===== src/rtl/alu_sched_pkg.sv =====
// Shared definitions for the ALU scheduler: opcodes, FSM states and default latencies.
// The optional divide-by-zero short-cut is enabled by defining ALU_SCHED_DIV0_EN.
package alu_sched_pkg;

  localparam logic [3:0] OP_ADD  = 4'd1;
  localparam logic [3:0] OP_SUB  = 4'd2;
  localparam logic [3:0] OP_AND  = 4'd3;
  localparam logic [3:0] OP_OR   = 4'd4;
  localparam logic [3:0] OP_XOR  = 4'd5;
  localparam logic [3:0] OP_SLL  = 4'd6;
  localparam logic [3:0] OP_SRL  = 4'd7;
  localparam logic [3:0] OP_SRA  = 4'd8;
  localparam logic [3:0] OP_SLT  = 4'd9;
  localparam logic [3:0] OP_SLTU = 4'd10;
  localparam logic [3:0] OP_DIV  = 4'd11;
  localparam logic [3:0] OP_MUL  = 4'd12;

  localparam int DEF_SIMPLE_LAT = 1;
  localparam int DEF_MULDIV_LAT = 4;

  typedef enum logic [1:0] {
    ST_IDLE = 2'd0,
    ST_EXEC = 2'd1,
    ST_RESP = 2'd2
  } state_t;

  // Only div and mul use the long latency; every other code, legal or not, is simple.
  function automatic logic [3:0] op_latency(input logic [3:0] op,
                                            input logic [3:0] simple_lat,
                                            input logic [3:0] muldiv_lat);
    return ((op == OP_DIV) || (op == OP_MUL)) ? muldiv_lat : simple_lat;
  endfunction

endpackage


===== src/rtl/alu_sched_rr_arb2.sv =====
// Two-way round-robin arbiter; the pointer names the preferred requester on a tie
// and moves to the other requester after every granted request.
module rr_arb2 (
  input  logic       clock,
  input  logic       clear,
  input  logic [1:0] req,
  input  logic       advance,
  output logic [1:0] grant
);

  logic r_ptr;

  always_comb begin
    grant = req;
    if (req == 2'b11) grant = r_ptr ? 2'b10 : 2'b01;
  end

  always_ff @(posedge clock) begin
    if (clear)        r_ptr <= 1'b0;
    else if (advance) r_ptr <= grant[0];
  end

endmodule


===== src/rtl/alu_sched.sv =====
// Schedules operations from two requesters onto one shared multi-cycle ALU.
// Define ALU_SCHED_DIV0_EN to answer divide-by-zero at once with rsp_err set.
module alu_sched
  import alu_sched_pkg::*;
#(
  parameter int SIMPLE_LAT = DEF_SIMPLE_LAT,
  parameter int MULDIV_LAT = DEF_MULDIV_LAT
) (
  input  logic        clock,
  input  logic        clear,
  input  logic        req0_valid,
  output logic        req0_ready,
  input  logic [3:0]  req0_op,
  input  logic [31:0] req0_a,
  input  logic [31:0] req0_b,
  input  logic        req1_valid,
  output logic        req1_ready,
  input  logic [3:0]  req1_op,
  input  logic [31:0] req1_a,
  input  logic [31:0] req1_b,
  output logic [31:0] alu_value1,
  output logic [31:0] alu_value2,
  output logic [3:0]  alu_select,
  input  logic [63:0] alu_result,
  output logic        rsp_valid,
  input  logic        rsp_ready,
  output logic        rsp_id,
  output logic [31:0] rsp_hi,
  output logic [31:0] rsp_lo,
  output logic        rsp_err,
  output logic        busy,
  output logic [1:0]  dbg_state
);

  // Handshakes: a request transfers in the cycle reqN_valid & reqN_ready is high,
  // and a response transfers in the cycle rsp_valid & rsp_ready is high.
  state_t      r_state, w_state_nxt;
  logic [3:0]  r_op, r_cnt;
  logic [31:0] r_a, r_b, r_hi, r_lo;
  logic        r_id, r_err;

  logic [1:0]  w_arb_req, w_grant;
  logic        w_accept, w_gnt_id, w_div0, w_exec_done;
  logic [3:0]  w_sel_op;
  logic [31:0] w_sel_a, w_sel_b;

  // Grants are offered only from IDLE and never while clear is asserted.
  assign w_arb_req = (r_state == ST_IDLE && !clear) ? {req1_valid, req0_valid} : 2'b00;

  rr_arb2 u_arb (
    .clock   (clock),
    .clear   (clear),
    .req     (w_arb_req),
    .advance (w_accept),
    .grant   (w_grant)
  );

  assign req0_ready = w_grant[0];
  assign req1_ready = w_grant[1];
  assign w_accept   = |w_grant;
  assign w_gnt_id   = w_grant[1];
  assign w_sel_op   = w_gnt_id ? req1_op : req0_op;
  assign w_sel_a    = w_gnt_id ? req1_a  : req0_a;
  assign w_sel_b    = w_gnt_id ? req1_b  : req0_b;

`ifdef ALU_SCHED_DIV0_EN
  assign w_div0 = (w_sel_op == OP_DIV) && (w_sel_b == 32'd0);
`else
  assign w_div0 = 1'b0;
`endif

  assign w_exec_done = (r_cnt <= 4'd1);

  always_comb begin
    w_state_nxt = r_state;
    case (r_state)
      ST_IDLE: if (w_accept) w_state_nxt = w_div0 ? ST_RESP : ST_EXEC;
      ST_EXEC: if (w_exec_done) w_state_nxt = ST_RESP;
      ST_RESP: if (rsp_ready) w_state_nxt = ST_IDLE;
      default: w_state_nxt = ST_IDLE;
    endcase
  end

  always_ff @(posedge clock) begin
    if (clear) r_state <= ST_IDLE;
    else       r_state <= w_state_nxt;
  end

  always_ff @(posedge clock) begin
    if (clear) begin
      r_op  <= '0;
      r_a   <= '0;
      r_b   <= '0;
      r_id  <= 1'b0;
      r_cnt <= '0;
      r_hi  <= '0;
      r_lo  <= '0;
      r_err <= 1'b0;
    end else if (r_state == ST_IDLE && w_accept) begin
      r_op  <= w_sel_op;
      r_a   <= w_sel_a;
      r_b   <= w_sel_b;
      r_id  <= w_gnt_id;
      r_cnt <= op_latency(w_sel_op, 4'(SIMPLE_LAT), 4'(MULDIV_LAT));
      if (w_div0) begin
        r_hi  <= '0;
        r_lo  <= '0;
        r_err <= 1'b1;
      end
    end else if (r_state == ST_EXEC) begin
      if (r_cnt != 4'd0) r_cnt <= r_cnt - 4'd1;
      if (w_exec_done) begin
        r_hi  <= alu_result[63:32];
        r_lo  <= alu_result[31:0];
        r_err <= 1'b0;
      end
    end
  end

  assign alu_select = (r_state == ST_EXEC) ? r_op : 4'd0;
  assign alu_value1 = (r_state == ST_EXEC) ? r_a  : 32'd0;
  assign alu_value2 = (r_state == ST_EXEC) ? r_b  : 32'd0;
  assign rsp_valid  = (r_state == ST_RESP);
  assign rsp_id     = r_id;
  assign rsp_hi     = r_hi;
  assign rsp_lo     = r_lo;
  assign rsp_err    = r_err;
  assign busy       = (r_state != ST_IDLE);
  assign dbg_state  = r_state;

endmodule


===== config.mk =====
export PLATFORM = sky130hd
export DESIGN_NAME = alu_sched
export DESIGN_NICKNAME = d
export VERILOG_FILES = /design/src/rtl/alu_sched_pkg.sv /design/src/rtl/alu_sched_rr_arb2.sv /design/src/rtl/alu_sched.sv
export SDC_FILE = /design/constraint.sdc
export NUM_CORES = 1
export LEC_CHECK = 0
export ABC_CLOCK_PERIOD_IN_PS = 2400
export CAP_MARGIN = 30
export CORE_MARGIN = 8
export CORE_UTILIZATION = 35
export DETAILED_ROUTE_END_ITERATION = 6
export HOLD_SLACK_MARGIN = 0.12
export PLACE_DENSITY = 0.79
export SLEW_MARGIN = 30
export SYNTH_ARGS = -nofsm -noshare
export SYNTH_HDL_FRONTEND = slang
export SYNTH_HIERARCHICAL = 1
export SYNTH_SLANG_ARGS = --single-unit

===== constraint.sdc =====
create_clock -name clock -period 2.4 [get_ports clock]
set_clock_uncertainty 0.05 [all_clocks]
set_input_delay 0.48 -clock clock [delete_from_list [all_inputs] [get_ports clock]]
set_output_delay 0.48 -clock clock [all_outputs]
set_load 0.01 [all_outputs]

; ---- Word level (Yosys, flattened, before mapping)
; Index checks and enable logic that the tools add are counted.
[classes]
n_lt_le_gt_ge = 1
mux = 17
n_reduce_logical = 13
bitwise = 1
n_addsub = 1
n_eq_ne = 8
[ops]
columns = op, count
row1 = $mux W32, 4
row2 = $mux W4, 5
row3 = $mux W2, 6
row4 = $eq A4 B4 Y1 const B, 2
row5 = $pmux W2 S3, 1
row6 = $reduce_and A3 Y1, 2
row7 = $reduce_bool A2 Y1, 3
row8 = $eq A2 B2 Y1 const B, 2
row9 = $le A4 B1 Y1 const B, 1
row10 = $ne A2 B2 Y1 const B, 2
row11 = $reduce_bool A4 Y1, 1
row12 = $sub A4 B1 Y4 const B, 1
row13 = $mux W3, 1
row14 = $eq A2 B1 Y1 const B, 1
row15 = $logic_and A1 B1 Y1, 2
row16 = $logic_not A2 Y1, 1
row17 = $ne A2 B1 Y1 const B, 1
row18 = $reduce_and A2 Y1, 1
row19 = $reduce_or A2 Y1, 1
row20 = $logic_not A1 Y1, 1
row21 = $logic_or A1 B1 Y1, 1
row22 = $not A1 Y1, 1
[word_totals]
out_inout_bits = 140
inputBits = 205
register_bits = 140

; ---- Longest topological paths before layout
[depth]
word_depth = 10
depth_mapped = 11
depth_no_buf = 9

; ---- Modules after synthesis
; Netlist, hierarchy kept.
[modules_own_cells]
columns = mod, cells_per_inst, area_per_inst_um2, n_inst
row1 = alu_sched, 712, 6073.3, 1
row2 = rr_arb2, 7, 67.6, 1

; ---- Worst setup path before layout
; No wires, ideal clock.
[synth_timing]
path_kind = in2reg
from = input clear
to = register r_cnt[2]
arrival_ns = 2.708
cell_stages = 10
slack_ns = -0.428
setup_ns = 0.070
required_ns = 2.280
cell_sequence = clkbuf_1 > clkbuf_1 > nor2_1 > and2_1 > a21boi_0 > buf_2 > mux2_4 > or3_1 > a21o_1 > a21oi_1
[synth_via]
elab_chain_cells = 10
elab_cells_between_ends = 16
classes_between = 3 x eq/ne / 5 x mux / 8 x reduce/logical
[synth_rtl]
columns = item, line
row1 = from (decl), alu_sched.sv:10  ; input logic clear,
row2 = $logic_not A1 Y1 (*), alu_sched.sv:48  ; assign w_arb_req = (r_state == ST_IDLE && !clear) ? {req1_valid, req0_valid} : 2'b00;
row3 = $logic_and A1 B1 Y1 (*), alu_sched.sv:48
row4 = $mux W2 (*), alu_sched.sv:48
row5 = via w_arb_req[0], alu_sched.sv:42  ; logic [1:0] w_arb_req, w_grant;
row6 = $eq A2 B2 Y1 (*), alu_sched_rr_arb2.sv:15  ; if (req == 2'b11) grant = r_ptr ? 2'b10 : 2'b01;
row7 = $mux W2 (*), alu_sched_rr_arb2.sv:15
row8 = via req1_ready, alu_sched.sv:17  ; output logic req1_ready,
row9 = $mux W4, alu_sched.sv:62  ; assign w_sel_op = w_gnt_id ? req1_op : req0_op;
row10 = $eq A4 B4 Y1, alu_sched_pkg.sv:31  ; return ((op == OP_DIV) || (op == OP_MUL)) ? muldiv_lat : simple_lat;
row11 = $logic_or A1 B1 Y1, alu_sched_pkg.sv:31
row12 = $mux W3, alu_sched_pkg.sv:31
row13 = $mux W4, alu_sched.sv:99  ; end else if (r_state == ST_IDLE && w_accept) begin
row14 = to (signal assigned), alu_sched.sv:104  ; r_cnt <= op_latency(w_sel_op, 4'(SIMPLE_LAT), 4'(MULDIV_LAT));
row15 = to (signal assigned), alu_sched.sv:111  ; if (r_cnt != 4'd0) r_cnt <= r_cnt - 4'd1;
row16 = to (decl), alu_sched.sv:38  ; logic [3:0] r_op, r_cnt;
; Mark *: on every way through the listed nets, which the timed path passes. The rest lies on a longest branch.
; A chain may end at the register's enable or synchronous reset.

; ---- Final worst setup path
[layout_timing]
from = register r_state[1] (netlist: dbg_state[1])
to = output req1_ready
[layout_via]
elab_chain_cells = 5
[layout_rtl]
columns = item, line
row1 = from (decl), alu_sched.sv:37  ; state_t r_state, w_state_nxt;
row2 = from (signal assigned), alu_sched.sv:86  ; else r_state <= w_state_nxt;
row3 = $logic_not A2 Y1 (*), alu_sched.sv:48
row4 = $logic_and A1 B1 Y1 (*), alu_sched.sv:48
row5 = $mux W2 (*), alu_sched.sv:48
row6 = via w_arb_req[1], alu_sched.sv:42
row7 = $eq A2 B2 Y1, alu_sched_rr_arb2.sv:15
row8 = $mux W2 (*), alu_sched_rr_arb2.sv:15
row9 = to (decl), alu_sched.sv:17
; Marked as above.

==> summary.txt <==
Status
  – Status: completed

Global route
  – First-pass GRT wire length: 34000 um
  – All-Layer GR Usage: 0.197
  – Grt ovf: 0
  – Pin count of the biggest net entering global routing: 83
  – Number of global-route vias before repair: 6301
  – Initial antenna violation count: 0

Layout
  – Post-route insts no fill: 1310
  – Fillers: 1472
  – Area grow syn2layout: 74.9%
  – Final nets: 1279
  – Fraction of layout cells with a size suffix above 1: 0.117
  – Post-route design area: about 0.011 mm2
  – Util after Layout: 0.623
  – Antenna diode count: 0

Synth
  – Register area share after synthesis: 0.456
  – Post-Syn Instances: around 720
  – Post-Synth XOR/XNOR Area: 0
  – Area fraction of the dominant cell type after synthesis: 0.456
  – Syn Nets: roughly 900
  – Ys flop type: dfxtp_1
  – Cell Area, Synth: 0.00614 mm2
  – Post-synth EDFFs: 0
  – Flop and latch count out of synthesis: 140
  – Post-synth top cells: dfxtp_1 (140), nand2_1 (131), nor2_1 (77)
  – Synth area leader: dfxtp_1
  – Post-synthesis mux area share: 0.113
  – Syn Area/Cell: 8.54 um2
  – Complex-gate fraction of the synthesized area: 0.152
  – Most frequent cell after synthesis: dfxtp_1
  – Main combinational cell family by area after synthesis: simple AND/OR/NAND/NOR gates
  – Synth top area cells: dfxtp_1 (46%), mux2i_1 (11%), a211oi_1 (8.1%)
  – Netlist cell types: 35
  – Ys async rst share: 0
  – Post-Synth Adder-Cell Area: 0.00407
  – Simple-gate share of the synthesized area: 0.220
  – Ys Warns: 6

Worst hold path
  – Hold_sp: rsp_lo[11]
  – Worst Hold Class: reg -> reg
  – Hold EP: rsp_lo[11]
  – WHS Path Cells: 2

Worst setup path
  – Critical path's slowest cell: dfxtp_1
  – Setup slack, reg-to-reg: 0.10 ns
  – Family with the most delay on the worst path: simple AND/OR/NAND/NOR gates
  – WS Path Type: reg -> out
  – Reg2Reg Launch Point: dbg_state[1]
  – Crit path max fanout: 5
  – Worst Path Buf+Inv: 3
  – Worst Path Arrival: 1.80 ns
  – Worst setup SP type: register
  – Worst path cell trace: nor2_2, inv_1, nor2_2, and2_4, a21boi_4, buf_4, buf_2
  – Reg2Reg Depth: 12
  – RR Endpoint: r_a[1]
  – Required @ worst endpoint: 1.87 ns
  – Crit-path max cell delay: 0.32 ns
  – Crit. End Element: primary output
  – Most frequent CP cell: nor2_2

Pwr
  – Total power: ~8.5 mW
  – Max rail drop VDD: slightly below 0.5 mV
  – Cell Pwr Density: 796 mW/mm2
  – Lkg Pwr: between 4 and 5 nW

Clocking
  – Clk Latency, worst-skew pair: ~0.42 ns
  – TritonCTS clock tree: built
  – H-tree level count: 4
  – Cts-stage hold buffer count: 0
  – Num Clock Sinks: 140
  – Inserted Clock Buffers: 17
  – Clk buf depth: 2
  – Root Buffer: clkbuf_16
  – Clk slew on worst S/H paths: 0.07 ns

Floorplanning
  – Chip width: 148 um
  – CORE AREA: 0.0172 mm2
  – Ports: 345
  – Die Y: 148 um
  – Die area: 0.0220 mm2
  – Initial Utilization: 0.356
  – Site row count: 48

Timing
  – Worst hold margin: 0.403 ns
  – Max_slew headroom: 0.410
  – Fmax: 429 MHz
  – Setup_tns: 0 ns
  – Endpoints failing setup: 0
  – Pin slew with the least headroom to its limit: 0.886 ns
  – Final count of hold timing violations: 0
  – Minimum clock period: 2.33 ns
  – Setup slack after layout: roughly 0.067 ns
  – Final Max Tran Viols: 0
  – Final period utilization: 0.972

Place
  – Port Buffer Count: around 340
  – Post-place instance area: 0.00997 mm2
  – Setup Slack @ Placement: -0.224 ns
  – Gpl congestion: 0.821
  – Dpl cells: 1268
  – DP Wirelength: about 17000 um

Route
  – Vias/cell: 4.79
  – Initial drt markers: 254
  – Routed wire per std cell: 17.2 um
  – DRT antenna net count: 0
  – Routed length on met2: ~11000 um
  – Met3 routed WL: 2130 um
  – Highest routed layer: met4
  – M1 WL: 8810 um
  – DRT Wirelength: 22600 um
  – Vias: 6274
  – Drt pass-1 iters: 4
  – Remaining DRCs: 0

Job
  – Maxcap violations: 0
-- placed cells by master, fill, tap and decap left out, types with 2 or more instances in the layout --
cell,synthesis,layout
clkdlybuf4s50_1,0,272
dfxtp_1,140,139
nand2_1,131,131
nor2_1,77,75
and2_1,70,69
a21oi_1,69,69
mux2i_1,67,67
a211oi_1,66,64
buf_4,2,37
dlygate4sd2_1,0,29
clkdlybuf4s15_2,0,24
clkbuf_16,0,19
dlymetal6s2s_1,0,11
buf_12,0,9
inv_1,6,6
inv_6,0,6
nor3_1,5,5
o21ai_0,3,3
clkinvlp_4,0,3
inv_8,0,3
buf_2,27,3
nor2_2,1,2
nand3b_1,2,2
a21o_1,2,2
a211oi_2,0,2
ha_1,2,2
bufinv_16,0,2
clkdlybuf4s15_1,0,2
a21boi_4,0,2
-- layout make-up --
class	instances	area, um2	share of cell area
clock buffers	17	425	0.0396
clock inverters	15	178	0.0165
inverters	6	22.5	0.00210
multi-input cells	514	3060	0.285
flip-flops and latches	140	2800	0.261
well taps	225	282	0.0262
repair buffers	393	3970	0.370
-- registers in the layout (all words and copies together) (netlist names) --
| register | count |
|---|---|
| r_cnt | 4 |
| rsp_lo | 32 |
| r_a | 32 |
| r_op | 4 |
| r_b | 32 |
| rsp_hi | 32 |
| u_arb/r_ptr | 1 |
| dbg_state | 2 |
| rsp_id | 1 |
-- what timing repair did --
action,4_1_cts,5_1_grt
resized for setup,121,24
setup endpoints to repair,70,102
pin swaps,0,1
gates cloned,1,2
setup buffers,2,6
-- kinds of logic after synthesis --
| kind of cell | count (synthesis) |
|---|---|
| simple gates | 295 |
| buf+inv | 65 |
| other cells | 1 |
| fa+ha+maj | 2 |
| mux | 69 |
| flops | 140 |
| compound gates | 147 |
-- how the worst max path moves through the flow --
stage	start	end	slack, ns	cells past startpoint
CTS	dbg_state[0]	alu_value2[22]	-0.11	5
finish	dbg_state[1]	req1_ready	0.07	7
detailed placement	req1_valid	req1_ready	-0.22	4
global placement	req1_valid	req1_ready	-0.22	4
global route	dbg_state[1]	req1_ready	-0.03	7
floorplan	clear	r_cnt[2]	0.04	10
-- metal layers --
metal	global-route usage	vias up
li1	-	3147
met1	0.210	2841
met2	0.334	247
met3	0.0820	39
met4	0.0872	0
met5	0	-
-- where the power goes --
group          switching, mW  leakage, nW  internal, mW
Clock                   1.14        0.288          1.57
Combinational           1.36         2.81          1.52
Sequential             0.201         1.15          2.75
-- worst register-to-register path: cells and delay by family (launching register included) --
kind | cells | cell delay [ns]
simple gates | 6 | 0.86
buf+inv | 4 | 0.58
compound gates | 2 | 0.42
flops | 1 | 0.32
(Power assumes the default switching activity.)
==> edit 1 (same flow settings) <==
Add a define of `ALU_SCHED_DIV0_EN`.
--- a/src/rtl/alu_sched.sv
+++ b/src/rtl/alu_sched.sv
@@ -1,4 +1,6 @@
 // Schedules operations from two requesters onto one shared multi-cycle ALU.
 // Define ALU_SCHED_DIV0_EN to answer divide-by-zero at once with rsp_err set.
+`define ALU_SCHED_DIV0_EN
+
 module alu_sched
   import alu_sched_pkg::*;
Check against the original RTL: not equivalent (a bounded check fails within 4 cycles, from zero or initial values).
==> edit 1 against the original RTL <==
The run now ends with negative setup slack left; sequential cell count increased by 1; area after synthesis is 25% higher; setup slack worse by 220 ps; register-to-register slack worse by 250 ps; first-iteration DRC count grew 72%; non-clock buffer count up 62; final area increased by 20%; count of clock-buffer cells in the layout increased by 1; power is 23% higher; routed wire length is 35% higher; critical path type is now register to register; critical endpoint is now rsp_hi[13]$_SDFFE_PP0P_.
==> edit 1: results (changes against the original RTL) <==
metric	value	unit	change
p_int	7.08	mW	+21%
worstHoldStart	rsp_hi[30]$_SDFFE_PP0P_		
gr-usage-met1	23.5	%	+2.5 points
synth_commonest_cells	dfxtp_1 (141), nor2_1 (79), clkbuf_1 (72), and2_1 (71), mux2i_1 (68)		
synthTopCellsByArea	dfxtp_1 (37%), mux2i_1 (8.9%), a311o_1 (8.3%)		
dp_hpwl	20800	um	+23%
place_ws	-502	ps	-279 ps
grt_pass1_vias	7851		+25%
pg_clk	2.71	mW	about the same
gr-usage-met3	7.57	%	-0.64 points
ys_seq_area_share	36.8	%	-8.9 points
synth_cells	856		+19%
fill_cells	1876		+27%
min_to	rsp_hi[30]$_SDFFE_PP0P_		
final_net_count	1442		+13%
first_pass_iters	5		+1
multi_input_area_share	35.1	%	+6.7 points
drtIter0Drc	436		+72%
setup_viol	63		+63
dpl.cell_count	1474		+16%
met1_length	12200	um	+38%
p_leak	5.20	nW	+22%
grt_use_met2	35.0	%	+1.6 points
comb_cell_power	4.50	mW	+56%
layout.non_clock_buffers	455		+16%
grt_usage	20.6	%	+0.94 points
nClkBuffers	18		+1
seq_area	2820	um^2	+0.71%
violations	negative setup slack		
grt_max_degree	117		+41%
cp-endpoint	rsp_hi[13]$_SDFFE_PP0P_		
clock_area_share	4.63	%	-0.98 points
viasPerCell	5.30		+11%
buf_share	35.5	%	-1.5 points
numPortBuffers	344		+0.29%
wl_met3	2670	um	+25%
crit_start	dbg_state[0]$_SDFFE_PP0P_		
multi_input_cells	613		+19%
inverters	7		+1
peakVddDrop	0.417	mV	-15%
post_cts_resized	85		-30%
sw_frac_of_total	32.5	%	+0.89 points
fin_hold_ws	430	ps	+26.3 ps
grt_pass1_wl	43900	um	+29%
path_max_fanout	8		+3
wl_met2	14900	um	+36%
setup_slack	-151	ps	-218 ps
routabilityCongestion	0.870		+5.9%
drt-total-wl	30400	um	+35%
worst_pin_slew	593	ps	-293 ps
seq_cell_count	141		+0.71%
slowest_stage	or4b_4		
status	finished, violations left		
r2r.worst_path.cells	11		-1
worstPathArrival	2800	ps	+1000 ps
post_drt_wl_per_cell	19.9	um	+16%
[edit 1: cell types whose count changed after synthesis, sizes merged, moves of 11 or more]
cell / change
buf: -12
and3: +63
nor2b: +65
a21oi: -64
nor4b: +65
nand2: -121
clkbuf: +48
nor4: +11
a311o: +64
[edit 1: kinds of logic (layout without fill, tap and decap cells)]
group	Yosys count	in the layout	synth area share [%]
adder cells (fa/ha/maj)	2	2	0.326
AND/OR/NAND/NOR	388	388	31.1
multiplexers	68	68	8.87
XOR/XNOR	2	2	0.228
AO/OA/AOI/OAI	153	153	16.8
flip-flops	141	141	36.8
buffers and inverters	102	494	5.80
[edit 1: worst min-delay path: stages (launching register included)]
cell      delay (ps)
dfxtp_1          310
nand2_1           60
a221oi_1          60
[edit 1: stage by stage]
step	setup TNS [ps]	instance area, um^2
after floorplan	-39360	7760
after global placement	-52830	11900
after detailed placement	-56150	11900
after CTS	-12590	12600
after global routing	-15870	12900
final	-8550	12900
==> edit 2 (config.mk and constraints unchanged) <==
Without the edit above. Put one more register stage on the output `dbg_state`, without a reset. The value now appears one clock later. The other outputs are not delayed to match.
--- a/src/rtl/alu_sched.sv
+++ b/src/rtl/alu_sched.sv
@@ -127,5 +127,7 @@
   assign rsp_err    = r_err;
   assign busy       = (r_state != ST_IDLE);
-  assign dbg_state  = r_state;
+  always_ff @(posedge clock) begin
+    dbg_state <= r_state;
+  end
 
 endmodule
Formal check against the unedited RTL: not equivalent (a bounded check fails within 4 cycles, from zero or initial values).
==> edit 2 against the original RTL <==
First-iteration DRC count decreased by 13%; clock power about the same; count of clock-buffer cells in the layout unchanged; maximum frequency increased by 0.88%; final area decreased by 1.7%; routed wire length decreased by 2.2%; non-clock buffer count decreased by 20; sequential cell count increased by 2; register-to-register slack improved by 60 ps; power decreased by 1.4%; setup slack improved by 20 ps; area after synthesis increased by 0.65%; hold slack got worse by 1.6 ps; critical endpoint unchanged; largest cell class unchanged; largest power group unchanged.
==> edit 2: results (changes against the original RTL) <==
metric	value	unit	change
r2r_start	r_state[0]$_SDFFE_PP0P_		
grt_max_degree	95		+14%
grt_pass1_wl	33700	um	-0.87%
drt-total-wl	22100	um	-2.2%
grt_pass1_vias	6175		-2.0%
dp_hpwl	16500	um	-2.4%
min_to	rsp_hi[31]$_SDFFE_PP0P_		
status	finished, final reports clean		
r2r.worst_path.cells	11		-1
slew_headroom	45.1	%	+4.1 points
path_max_fanout	2		-3
fin_hold_ws	402	ps	-1.62 ps
routabilityCongestion	0.770		-6.2%
p_leak	4.01	nW	-5.6%
vias	6094		-2.9%
drtIter0Drc	221		-13%
worstReg2RegEnd	r_a[10]$_SDFFE_PP0P_		
drive_above_1_share	9.18	%	-2.5 points
regToRegSetupSlack	160	ps	+60 ps
worstHoldStart	rsp_hi[31]$_SDFFE_PP0P_		
worstPathArrival	1780	ps	-20 ps
peakVddDrop	0.478	mV	-2.6%
synthTopCellsByArea	dfxtp_1 (46%), mux2i_1 (11%), a211oi_1 (8.0%)		
p_switching	2.61	mW	-3.4%
synth_commonest_cells	dfxtp_1 (142), nand2_1 (131), nor2_1 (77), and2_1 (70), a21oi_1 (69)		
grt_usage	19.4	%	-0.29 points
[edit 2: cell count changes in the layout (fill, tap and decap cells not counted), sizes merged]
cell,before,now
buf,51,31
bufinv,2,3
clkbuf,21,22
clkdlybuf4s15,26,28
clkinv,1,6
clkinvlp,3,2
dfxtp,140,142
dlygate4sd2,29,37
dlymetal6s2s,11,0
inv,15,10
[edit 2: per-layer routing]
layer	GRT usage (%)	up-vias	wire, um
li1	-	3099	-
met1	20.8	2738	8790
met2	33.7	240	10600
met3	8.98	17	2400
met4	5.30	0	281
met5	0	-	0
[edit 2: repair_timing]
action                                  CTS  global route
buffers inserted                          1             1
hold buffers                              0             0
endpoints found under the setup margin   73            72
gates resized for setup                 110            26
pin swaps                                 0             2
gates cloned                              2             0
[edit 2: how the worst max path moves through the flow]
stage,from,endpoint,slack (ps),cells past startpoint
after CTS,r_state[1]$_SDFFE_PP0P_,req1_ready,-20,7
after global placement,req0_valid,req0_ready,-300,4
after floorplan,clear,r_cnt[2]$_SDFFE_PP0P_,40,10
after detailed placement,req0_valid,req0_ready,-260,4
final,r_state[0]$_SDFFE_PP0P_,req1_ready,90,7
after global routing,r_state[0]$_SDFFE_PP0P_,alu_value2[25],1,6
[edit 2: area by class of cell]
class                      instances  area [um^2]
clock buffer                      17          425
sequential                       142         2840
multi-input combinational        514         3060
tap                              225          282
timing repair buffer             373         3740
clock inverter                    15          185
fill                            1541         6740
inverter                           6         22.5
[edit 2: per-stage QoR]
stage | setup slack, ps | cell area, um^2 | power, mW | TNS (ps) | utilization [%]
2_1_floorplan | 37.1 | 6210 | 4.46 | 0 | -
3_3_place_gp | -302 | 9880 | 5.65 | -13430 | 57.1
3_5_place_dp | -255 | 9880 | 5.71 | -13540 | 57.1
4_1_cts | -15.6 | 10500 | 8.50 | -15.6 | 60.9
5_1_grt | 1.42 | 10600 | 8.91 | 0 | 61.0
6_report | 87.1 | 10600 | 8.43 | 0 | 61.0
[edit 2: worst max-delay path, cell delays in order, from the launching register on]
cell	delay [ps]
dfxtp_2	330
nor2_4	130
inv_2	70
nor2_4	120
and2_4	170
a21boi_4	200
buf_4	140
clkdlybuf4s15_2	220
[edit 2: power by group through the flow]
stage                     registers, mW  clock network [mW]  logic (mW)
after global routing               3.04                2.89        2.98
after global placement             3.02                   0        2.63
after detailed placement           3.04                   0        2.67
after CTS                          2.99                2.78        2.73
final                              2.99                2.72        2.71
after floorplan                    3.08                   0        1.38
[edit 2: kinds of logic (layout without fill, tap and decap cells)]
kind of cell	after synthesis	count (layout)	synth area share, %
buf+inv	65	411	5.34
flops	142	142	46.0
simple gates	295	295	21.9
other cells	1	1	0.0607
mux	69	69	11.3
compound gates	147	147	15.1
fa+ha+maj	2	2	0.405
